**src/rtl/ctrl_seq_pkg.sv**
```systemverilog
// Shared definitions for the control sequencer: IR field layout, opcode
// map, opcode classes and the sequencer state encoding.
package ctrl_seq_pkg;

  // IR field layout
  localparam int OP_MSB  = 31;
  localparam int OPC_W   = 5;
  localparam int FIELD_W = 4;
  localparam int RA_LSB  = 23;
  localparam int RB_LSB  = 19;
  localparam int RC_LSB  = 15;

  // Opcode map and class ranges
  localparam logic [OPC_W-1:0] OP_R3_LO  = 5'b00011;
  localparam logic [OPC_W-1:0] OP_R3_HI  = 5'b01011;
  localparam logic [OPC_W-1:0] OP_IMM_LO = 5'b01100;
  localparam logic [OPC_W-1:0] OP_IMM_HI = 5'b01110;
  localparam logic [OPC_W-1:0] OP_MUL    = 5'b01111;
  localparam logic [OPC_W-1:0] OP_DIV    = 5'b10000;
  localparam logic [OPC_W-1:0] OP_NEG    = 5'b10001;
  localparam logic [OPC_W-1:0] OP_NOT    = 5'b10010;
  localparam logic [OPC_W-1:0] OP_NOP    = 5'b11010;
  localparam logic [OPC_W-1:0] OP_HALT   = 5'b11011;

  typedef enum logic [3:0] {
    S_IDLE, S_T0, S_T1, S_T2, S_T3, S_T4, S_T5, S_T6, S_HALTED
  } state_t;

  typedef enum logic [2:0] {
    CLS_ILL, CLS_R3, CLS_IMM, CLS_MD, CLS_UN, CLS_NOP, CLS_HALT
  } op_class_t;

  // Map an opcode to its execution class; anything unlisted is illegal.
  function automatic op_class_t classify(input logic [OPC_W-1:0] op);
    if (op >= OP_R3_LO && op <= OP_R3_HI)        return CLS_R3;
    else if (op >= OP_IMM_LO && op <= OP_IMM_HI) return CLS_IMM;
    else if (op == OP_MUL || op == OP_DIV)       return CLS_MD;
    else if (op == OP_NEG || op == OP_NOT)       return CLS_UN;
    else if (op == OP_NOP)                       return CLS_NOP;
    else if (op == OP_HALT)                      return CLS_HALT;
    else                                         return CLS_ILL;
  endfunction

endpackage

```
**src/rtl/onehot_dec4.sv**
```systemverilog
// 4-bit register field to 16-bit one-hot select.
module onehot_dec4 (
  input  logic [3:0]  field,
  output logic [15:0] onehot
);

  // Single set bit at the position named by the field
  always_comb begin
    onehot        = '0;
    onehot[field] = 1'b1;
  end

endmodule

```
**src/rtl/ctrl_seq_unit.sv**
```systemverilog
// Hard-wired fetch/decode/execute sequencer for the single-bus datapath.
// Strobes are decoded from the registered state; in T3 the live IR is
// decoded, and from T4 on the decode captured at the end of T3 is used.
module ctrl_seq_unit
  import ctrl_seq_pkg::*;
#(
  parameter int OPW  = 5,
  parameter int NREG = 16
) (
  input  logic            clk,
  input  logic            clr,
  input  logic            run,
  input  logic [31:0]     ir,
  output logic [NREG-1:0] R_rd,
  output logic [NREG-1:0] R_wrt,
  output logic            HI_out,
  output logic            LO_out,
  output logic            Zhi_out,
  output logic            Zlo_out,
  output logic            PC_out,
  output logic            MDR_out,
  output logic            C_out,
  output logic            MAR_rd,
  output logic            PC_rd,
  output logic            MDR_rd,
  output logic            IR_rd,
  output logic            Y_rd,
  output logic            Zlo_rd,
  output logic            HI_rd,
  output logic            LO_rd,
  output logic            IncPC,
  output logic            Read,
  output logic [OPW-1:0]  op_sel,
  output logic            busy,
  output logic            halted,
  output logic            illegal
);

  state_t              state, state_nxt;
  op_class_t           cls_q, cls_cur;
  logic [OPW-1:0]      op_q, op_cur;
  logic [FIELD_W-1:0]  ra_q, rb_q, rc_q, ra_cur, rb_cur, rc_cur;
  logic [NREG-1:0]     ra_oh, rb_oh, rc_oh;
  logic                in_t3;
  logic                unused_ir;

  assign in_t3     = (state == S_T3);
  assign unused_ir = ^ir[RC_LSB-1:0];

  // Live IR decode during T3, held decode afterwards
  always_comb begin
    if (in_t3) begin
      op_cur  = ir[OP_MSB -: OPW];
      cls_cur = classify(ir[OP_MSB -: OPC_W]);
      ra_cur  = ir[RA_LSB +: FIELD_W];
      rb_cur  = ir[RB_LSB +: FIELD_W];
      rc_cur  = ir[RC_LSB +: FIELD_W];
    end else begin
      op_cur  = op_q;
      cls_cur = cls_q;
      ra_cur  = ra_q;
      rb_cur  = rb_q;
      rc_cur  = rc_q;
    end
  end

  onehot_dec4 u_dec_ra (.field(ra_cur), .onehot(ra_oh));
  onehot_dec4 u_dec_rb (.field(rb_cur), .onehot(rb_oh));
  onehot_dec4 u_dec_rc (.field(rc_cur), .onehot(rc_oh));

  // State register
  always_ff @(posedge clk or negedge clr) begin
    if (!clr) state <= S_IDLE;
    else      state <= state_nxt;
  end

  // Capture the T3 decode for the remaining execute states
  always_ff @(posedge clk or negedge clr) begin
    if (!clr) begin
      op_q  <= '0;
      cls_q <= CLS_ILL;
      ra_q  <= '0;
      rb_q  <= '0;
      rc_q  <= '0;
    end else if (in_t3) begin
      op_q  <= op_cur;
      cls_q <= cls_cur;
      ra_q  <= ra_cur;
      rb_q  <= rb_cur;
      rc_q  <= rc_cur;
    end
  end

  // Next-state: fetch is common, execute length depends on the class
  always_comb begin
    state_t done_nxt;
    done_nxt  = run ? S_T0 : S_IDLE;
    state_nxt = state;
    unique case (state)
      S_IDLE:   state_nxt = run ? S_T0 : S_IDLE;
      S_T0:     state_nxt = S_T1;
      S_T1:     state_nxt = S_T2;
      S_T2:     state_nxt = S_T3;
      S_T3: begin
        case (cls_cur)
          CLS_HALT:         state_nxt = S_HALTED;
          CLS_NOP, CLS_ILL: state_nxt = done_nxt;
          default:          state_nxt = S_T4;
        endcase
      end
      S_T4:     state_nxt = (cls_cur == CLS_UN) ? done_nxt : S_T5;
      S_T5:     state_nxt = (cls_cur == CLS_MD) ? S_T6 : done_nxt;
      S_T6:     state_nxt = done_nxt;
      S_HALTED: state_nxt = S_HALTED;
      default:  state_nxt = S_IDLE;
    endcase
  end

  // Moore strobe decode from the current state and class
  always_comb begin
    R_rd    = '0;
    R_wrt   = '0;
    HI_out  = 1'b0;
    LO_out  = 1'b0;
    Zhi_out = 1'b0;
    Zlo_out = 1'b0;
    PC_out  = 1'b0;
    MDR_out = 1'b0;
    C_out   = 1'b0;
    MAR_rd  = 1'b0;
    PC_rd   = 1'b0;
    MDR_rd  = 1'b0;
    IR_rd   = 1'b0;
    Y_rd    = 1'b0;
    Zlo_rd  = 1'b0;
    HI_rd   = 1'b0;
    LO_rd   = 1'b0;
    IncPC   = 1'b0;
    Read    = 1'b0;
    op_sel  = '0;
    illegal = 1'b0;
    busy    = (state != S_IDLE) && (state != S_HALTED);
    halted  = (state == S_HALTED);
    case (state)
      S_T0: begin
        PC_out = 1'b1;
        MAR_rd = 1'b1;
        IncPC  = 1'b1;
      end
      S_T1: begin
        Read   = 1'b1;
        MDR_rd = 1'b1;
      end
      S_T2: begin
        MDR_out = 1'b1;
        IR_rd   = 1'b1;
      end
      S_T3: begin
        case (cls_cur)
          CLS_R3, CLS_IMM, CLS_MD: begin
            R_wrt = rb_oh;
            Y_rd  = 1'b1;
          end
          CLS_UN: begin
            R_wrt  = rb_oh;
            op_sel = op_cur;
            Zlo_rd = 1'b1;
          end
          CLS_ILL: illegal = 1'b1;
          default: ;
        endcase
      end
      S_T4: begin
        case (cls_cur)
          CLS_R3, CLS_MD: begin
            R_wrt  = rc_oh;
            op_sel = op_cur;
            Zlo_rd = 1'b1;
          end
          CLS_IMM: begin
            C_out  = 1'b1;
            op_sel = op_cur;
            Zlo_rd = 1'b1;
          end
          CLS_UN: begin
            Zlo_out = 1'b1;
            R_rd    = ra_oh;
          end
          default: ;
        endcase
      end
      S_T5: begin
        Zlo_out = 1'b1;
        if (cls_cur == CLS_MD) LO_rd = 1'b1;
        else                   R_rd  = ra_oh;
      end
      S_T6: begin
        Zhi_out = 1'b1;
        HI_rd   = 1'b1;
      end
      default: ;
    endcase
  end

endmodule

```
**config.mk**
```make
export PLATFORM = sky130hd
export DESIGN_NAME = ctrl_seq_unit
export DESIGN_NICKNAME = d
export VERILOG_FILES = /design/src/rtl/ctrl_seq_pkg.sv /design/src/rtl/onehot_dec4.sv /design/src/rtl/ctrl_seq_unit.sv
export SDC_FILE = /design/constraint.sdc
export NUM_CORES = 1
export LEC_CHECK = 0
export BUFFER_PORTS_ARGS = -buffer_cell sky130_fd_sc_hd__buf_2
export CAP_MARGIN = 15
export CORE_ASPECT_RATIO = 0.8
export CORE_MARGIN = 5
export CORE_UTILIZATION = 41
export DETAILED_ROUTE_END_ITERATION = 8
export PLACE_DENSITY = 0.79
export SLEW_MARGIN = 20
export SYNTH_ARGS = -nofsm -noshare
export SYNTH_HDL_FRONTEND = slang
export SYNTH_SLANG_ARGS = --single-unit
```
**constraint.sdc**
```tcl
create_clock -name clk -period 2.35 [get_ports clk]
set_clock_uncertainty 0.05 [all_clocks]
set_input_delay 0.47 -clock clk [delete_from_list [all_inputs] [get_ports clk]]
set_output_delay 0.47 -clock clk [all_outputs]
set_load 0.01 [all_outputs]
```
# Word-level counts from Yosys, hierarchy flattened
# Cells that the tools add are included.
# word_totals
ff_bits	24
in_bits	35
output_inout_bits	57
wordCells	99
# op_classes
order_cmp	10
n_eq_ne	21
mux	46
reduce_logical	16
# op_table
operator	count
16-bit 2-to-1 mux	4
16-bit one-hot mux with 2 select lines	2
4-bit one-hot mux with 8 select lines	1
3-bit 2-to-1 mux	9
5-bit == test, second input constant	5
1-bit 2-to-1 mux	17
4-bit by 3-bit == test with 1-bit output, second input constant	4
4-bit by 5-bit < comparator with 1-bit output, second input constant	3
5-bit 2-to-1 mux	3
1-bit demux with 4-bit select	3
4-bit by 1-bit greater-or-equal comparator with 1-bit output, second input constant	3
4-bit 2-to-1 mux	3
5-bit by 4-bit <= comparator with 1-bit output, second input constant	2
5-bit one-hot mux with 2 select lines	1
3-bit == test, second input constant	3
4-bit by 2-bit == test with 1-bit output, second input constant	2
4-bit one-hot mux with 2 select lines	1
3-bit by 2-bit == test with 1-bit output, second input constant	2
1-bit logical AND	6
2-bit OR reduction	3
5-bit by 4-bit == test with 1-bit output, second input constant	1
5-bit by 2-bit greater-or-equal comparator with 1-bit output, second input constant	1
5-bit by 4-bit greater-or-equal comparator with 1-bit output, second input constant	1
4-bit by 1-bit == test with 1-bit output, second input constant	1
10 further kinds	12

# Longest topological paths before layout
# logic_depth
depth_word	12
mapped_depth	8
mapped_depth_nobuf	5

# By module
# From an unflattened synthesis, not the netlist that was laid out.
# hier_totals
hier_cells	300
hier_area_um2	2628.8
# by_module_without_submodules
mod	n_inst	cells_each	area_per_inst_um2	seq_area_each_um2
ctrl_seq_unit	1	240	1849.3	600.6
onehot_dec4 (u_dec_ra ...)	2	20	276.5	0.0
onehot_dec4 (u_dec_rc)	1	20	226.5	0.0

# Worst setup path before layout
# Ideal clock, no wire load.
# synth_path
path_kind	register -> output
from	register state[0]
to	output Zlo_out
t_arrival_ns	1.939
required_ns	1.830
slack_ns	-0.109
stages_incl_launch_ff	8
path_buffers	2
cell_sequence	dfrtp_1 > buf_6 > or4b_4 > buf_6 > a2111oi_4 > a211oi_2 > or2_1 > a21oi_2
# synth_between
elab_chain_cells	5
elab_cells_between_ends	7
cone_classes	eq/ne (4); mux (3)
# synth_rtl
element	line	source
start, declared	ctrl_seq_unit.sv:39	state_t state, state_nxt;
start signal, assigned	ctrl_seq_unit.sv:74	else state <= state_nxt;
4-bit by 3-bit == test with 1-bit output	ctrl_seq_unit.sv:47	assign in_t3 = (state == S_T3);
3-bit 2-to-1 mux	ctrl_seq_unit.sv:52	if (in_t3) begin
3-bit == test	ctrl_seq_unit.sv:174	case (cls_cur)
1-bit 2-to-1 mux	ctrl_seq_unit.sv:174	
1-bit one-hot mux with 2 select lines *	ctrl_seq_unit.sv:144	case (state)
end, declared	ctrl_seq_unit.sv:19	output logic Zlo_out,
# Mark *: on every way between the ends. The rest lies on a longest branch, timed or not.

# Worst setup path after layout
# layout_path
from	register state[3]
to	output R_wrt[0]
# layout_between
elab_chain_cells	8
elab_cells_between_ends	24
cone_classes	order compare (4); eq/ne (6); mux (10); reduce/logical (4)
# layout_rtl
element	line	source
4-bit by 3-bit == test with 1-bit output	ctrl_seq_unit.sv:47, ctrl_seq_unit.sv:144	
4-bit 2-to-1 mux	ctrl_seq_unit.sv:52	
4-bit by 5-bit < comparator with 1-bit output (implied by the code) or 4-bit by 1-bit greater-or-equal comparator with 1-bit output (tied branches)	onehot_dec4.sv:10	onehot[field] = 1'b1;
1-bit logical AND (implied by the code)	onehot_dec4.sv:10	
1-bit 2-to-1 mux (implied by the code)	onehot_dec4.sv:10	
1-bit demux with 4-bit select	n/a	
16-bit 2-to-1 mux, on equally long branches	ctrl_seq_unit.sv:174, ctrl_seq_unit.sv:159	
16-bit one-hot mux with 2 select lines *	ctrl_seq_unit.sv:144	
end, declared	ctrl_seq_unit.sv:15	output logic [NREG-1:0] R_wrt,
# Marked as above.

==> impl_metrics.env <==
export IMPL_status="complete, but fails checks"
export IMPL_failed_checks="setup timing"
export IMPL_nNetsFinal=384
export IMPL_synth_common_cells="nand2_1, nor2_1, dfrtp_1"
export IMPL_critical_path_class="reg -> out"
export IMPL_synthesis_area_um2=1780
export IMPL_cpMaxStageDelayCell="or4_4"
export IMPL_io_buffer_count=73
export IMPL_num_vias=2181
export IMPL_hp_class="in -> async"
export IMPL_drv_cap=0
export IMPL_seq_area_um2=502
export IMPL_async_flop_share_pct=100
export IMPL_antenna_found_initial=0
export IMPL_cp_max_fo=7
export IMPL_routed_wirelength_mm=6.03
export IMPL_fin_setup_tns_ps=-9360
export IMPL_cts_tree="built"
export IMPL_io_pins=92
export IMPL_area_delta_synth_final_pct=53.4
export IMPL_gp_congestion=0.902
export IMPL_cts_root_buf="clkbuf_8"
export IMPL_layout_setup_ws_ps=-372
export IMPL_yosys_cell_count_top_type="nand2_1"
export IMPL_crit_chain="or4b_4 > or4_4 > o22ai_4 > buf_2"
export IMPL_diodes=0
export IMPL_wire_per_inst_um=14.9
export IMPL_critPathLaunchType="flip-flop"
export IMPL_cts_sinks=20
export IMPL_hold_viol=0
export IMPL_path_clk_slew_ps=80
export IMPL_start_util_pct=42.6
export IMPL_hpwl_mm=4.55
export IMPL_crit_path_end_kind="primary output"
export IMPL_core_um2=4180
export IMPL_p_leak_uw=0.00131
export IMPL_final_util_pct=65.3
export IMPL_syn_instance_count=247
export IMPL_grt_max_degree=21
export IMPL_post_route_period_util_pct=116
export IMPL_cts_buffer_depth=2
export IMPL_multi_input_area_um2=1340
export IMPL_die_x_um=83.7
export IMPL_syn_avg_cell_area_um2=7.20
export IMPL_fin_area_um2=2730
export IMPL_power_per_cell_area_nw_per_um2=947
export IMPL_yosysWarnings=0
export IMPL_rsz0062_at_grt="true"
export IMPL_grt_total_usage_pct=20.0
export IMPL_drive_above_1_share_pct=45.7
export IMPL_p_total_uw=2580
export IMPL_die_h_um=68.9
export IMPL_max_freq_mhz=367
export IMPL_setup_viol=41
export IMPL_slew_viol_final=0
export IMPL_arrival_ps=2200
export IMPL_htree_levels=1
export IMPL_slowest_delay_ps=600
export IMPL_grt_pass1_vias=2106
export IMPL_cts_buffers_inserted=3
export IMPL_place_area_um2=2450
export IMPL_clock_latency_ps=260
export IMPL_dieArea_um2=5770
export IMPL_yosysTopAreaCell="dfrtp_1"
export IMPL_grt_ovfl_total=0
export IMPL_drc=0
export IMPL_grt_first_pass_wirelength_mm=9.56
export IMPL_place_ws_ps=-98.2
export IMPL_synth_top_area_share_pct=28.1
export IMPL_drtPass1Iterations=4
export IMPL_vdd_ir_drop_worst_uv=527
export IMPL_post_drt_via_cell_ratio=5.39
export IMPL_cp_required_ps=1830
export IMPL_nFillCells=356
export IMPL_synth_edf_count=0
export IMPL_yosys_top_cells_area="dfrtp_1, nand2_1, nor2_1, o22ai_1, buf_4"
export IMPL_drtAntennaViolNets=0
export IMPL_rows=21
export IMPL_synth_ff_type="dfrtp_1"
export IMPL_ys_seq_elements=20
export IMPL_ys_types=47
export IMPL_period_needed_ps=2720
export IMPL_synth_seq_area_share_pct=28.1
export IMPL_initialDrtViolationCount=131
==> worst max-delay path, delay by kind of cell, from the launching register on <==
kind	cells	cell delay [ps]
buffers and inverters	1	150
and+or+nand+nor	2	1190
DFF	1	440
AOI/OAI and AO/OA	1	170
==> through the flow <==
step           cells  hold slack [ps]
2_1_floorplan    249              124
3_3_place_gp     394              397
3_5_place_dp     394              399
4_1_cts          401              114
5_1_grt          405              139
6_report         405              105
==> final cells by class <==
cell class,instances,share of cell area [%]
tap,57,2.61
sequential,20,18.4
multi-input combinational,196,49.1
inverter,10,1.37
clock buffer,4,2.02
timing repair buffer,118,26.5
==> flip-flops by register name (all words and copies together), names as in the netlist <==
signal / count
state: 4
ra_q: 4
rc_q: 4
op_q: 5
cls_q: 3
==> repair_timing <==
item | in CTS | in global routing
setup buffers | 3 | 3
gates cloned | 0 | 1
pin swaps | 3 | 5
endpoints found under the setup margin | 41 | 42
resized for setup | 14 | 17
hold buffers | 0 | 0
==> final timing paths <==
kind | slack (ps) | depth (start not counted) | startpoint | end
worst max-delay path | -370 | 4 | state[3] | R_wrt[0]
worst min-delay path | 100 | 1 | clr | op_q[0]
max in group asynchronous | 1780 | 1 | clr | state[2]
worst min register to register | 430 | 2 | op_q[3] | op_q[3]
min in group clk | 350 | 3 | ir[17] | rc_q[2]
worst max register to register | 80 | 10 | state[1] | state[0]
==> report_power, final <==
| group | total (uW) | internal [uW] | switching [uW] |
|---|---|---|---|
| clock network | 273 | 149 | 124 |
| registers | 680 | 506 | 174 |
| logic | 1630 | 760 | 871 |
==> logic make-up after synthesis <==
logic type                Yosys count  share of synthesized area, %
AOI/OAI and AO/OA                  58                          22.9
other                               1                         0.211
buffers and inverters              33                          9.56
xor gates and xnor gates            3                          1.48
DFF                                20                          28.1
and+or+nand+nor                   132                          37.7
==> layer usage <==
layer / vias up / track usage, % / part of all wire (%)
met5: - / 0 / 0
met4: 0 / 3.01 / 0.51
met3: 4 / 4.16 / 7.0
met2: 86 / 39.3 / 51
met1: 1023 / 23.3 / 41
li1: 1068 / - / -
==> cells in the final DEF, fill, tap and decap left out, drive strengths merged, types with 4 or more instances in the layout <==
master / n
nand2b: 8
nor3: 12
nor2: 31
nand2: 46
dfrtp: 20
o21ai: 12
clkbuf: 4
buf: 118
a21oi: 10
inv: 10
o22ai: 16
nor2b: 5
a31oi: 4
nor3b: 7
No activity file was read; power rests on OpenSTA's default activity.
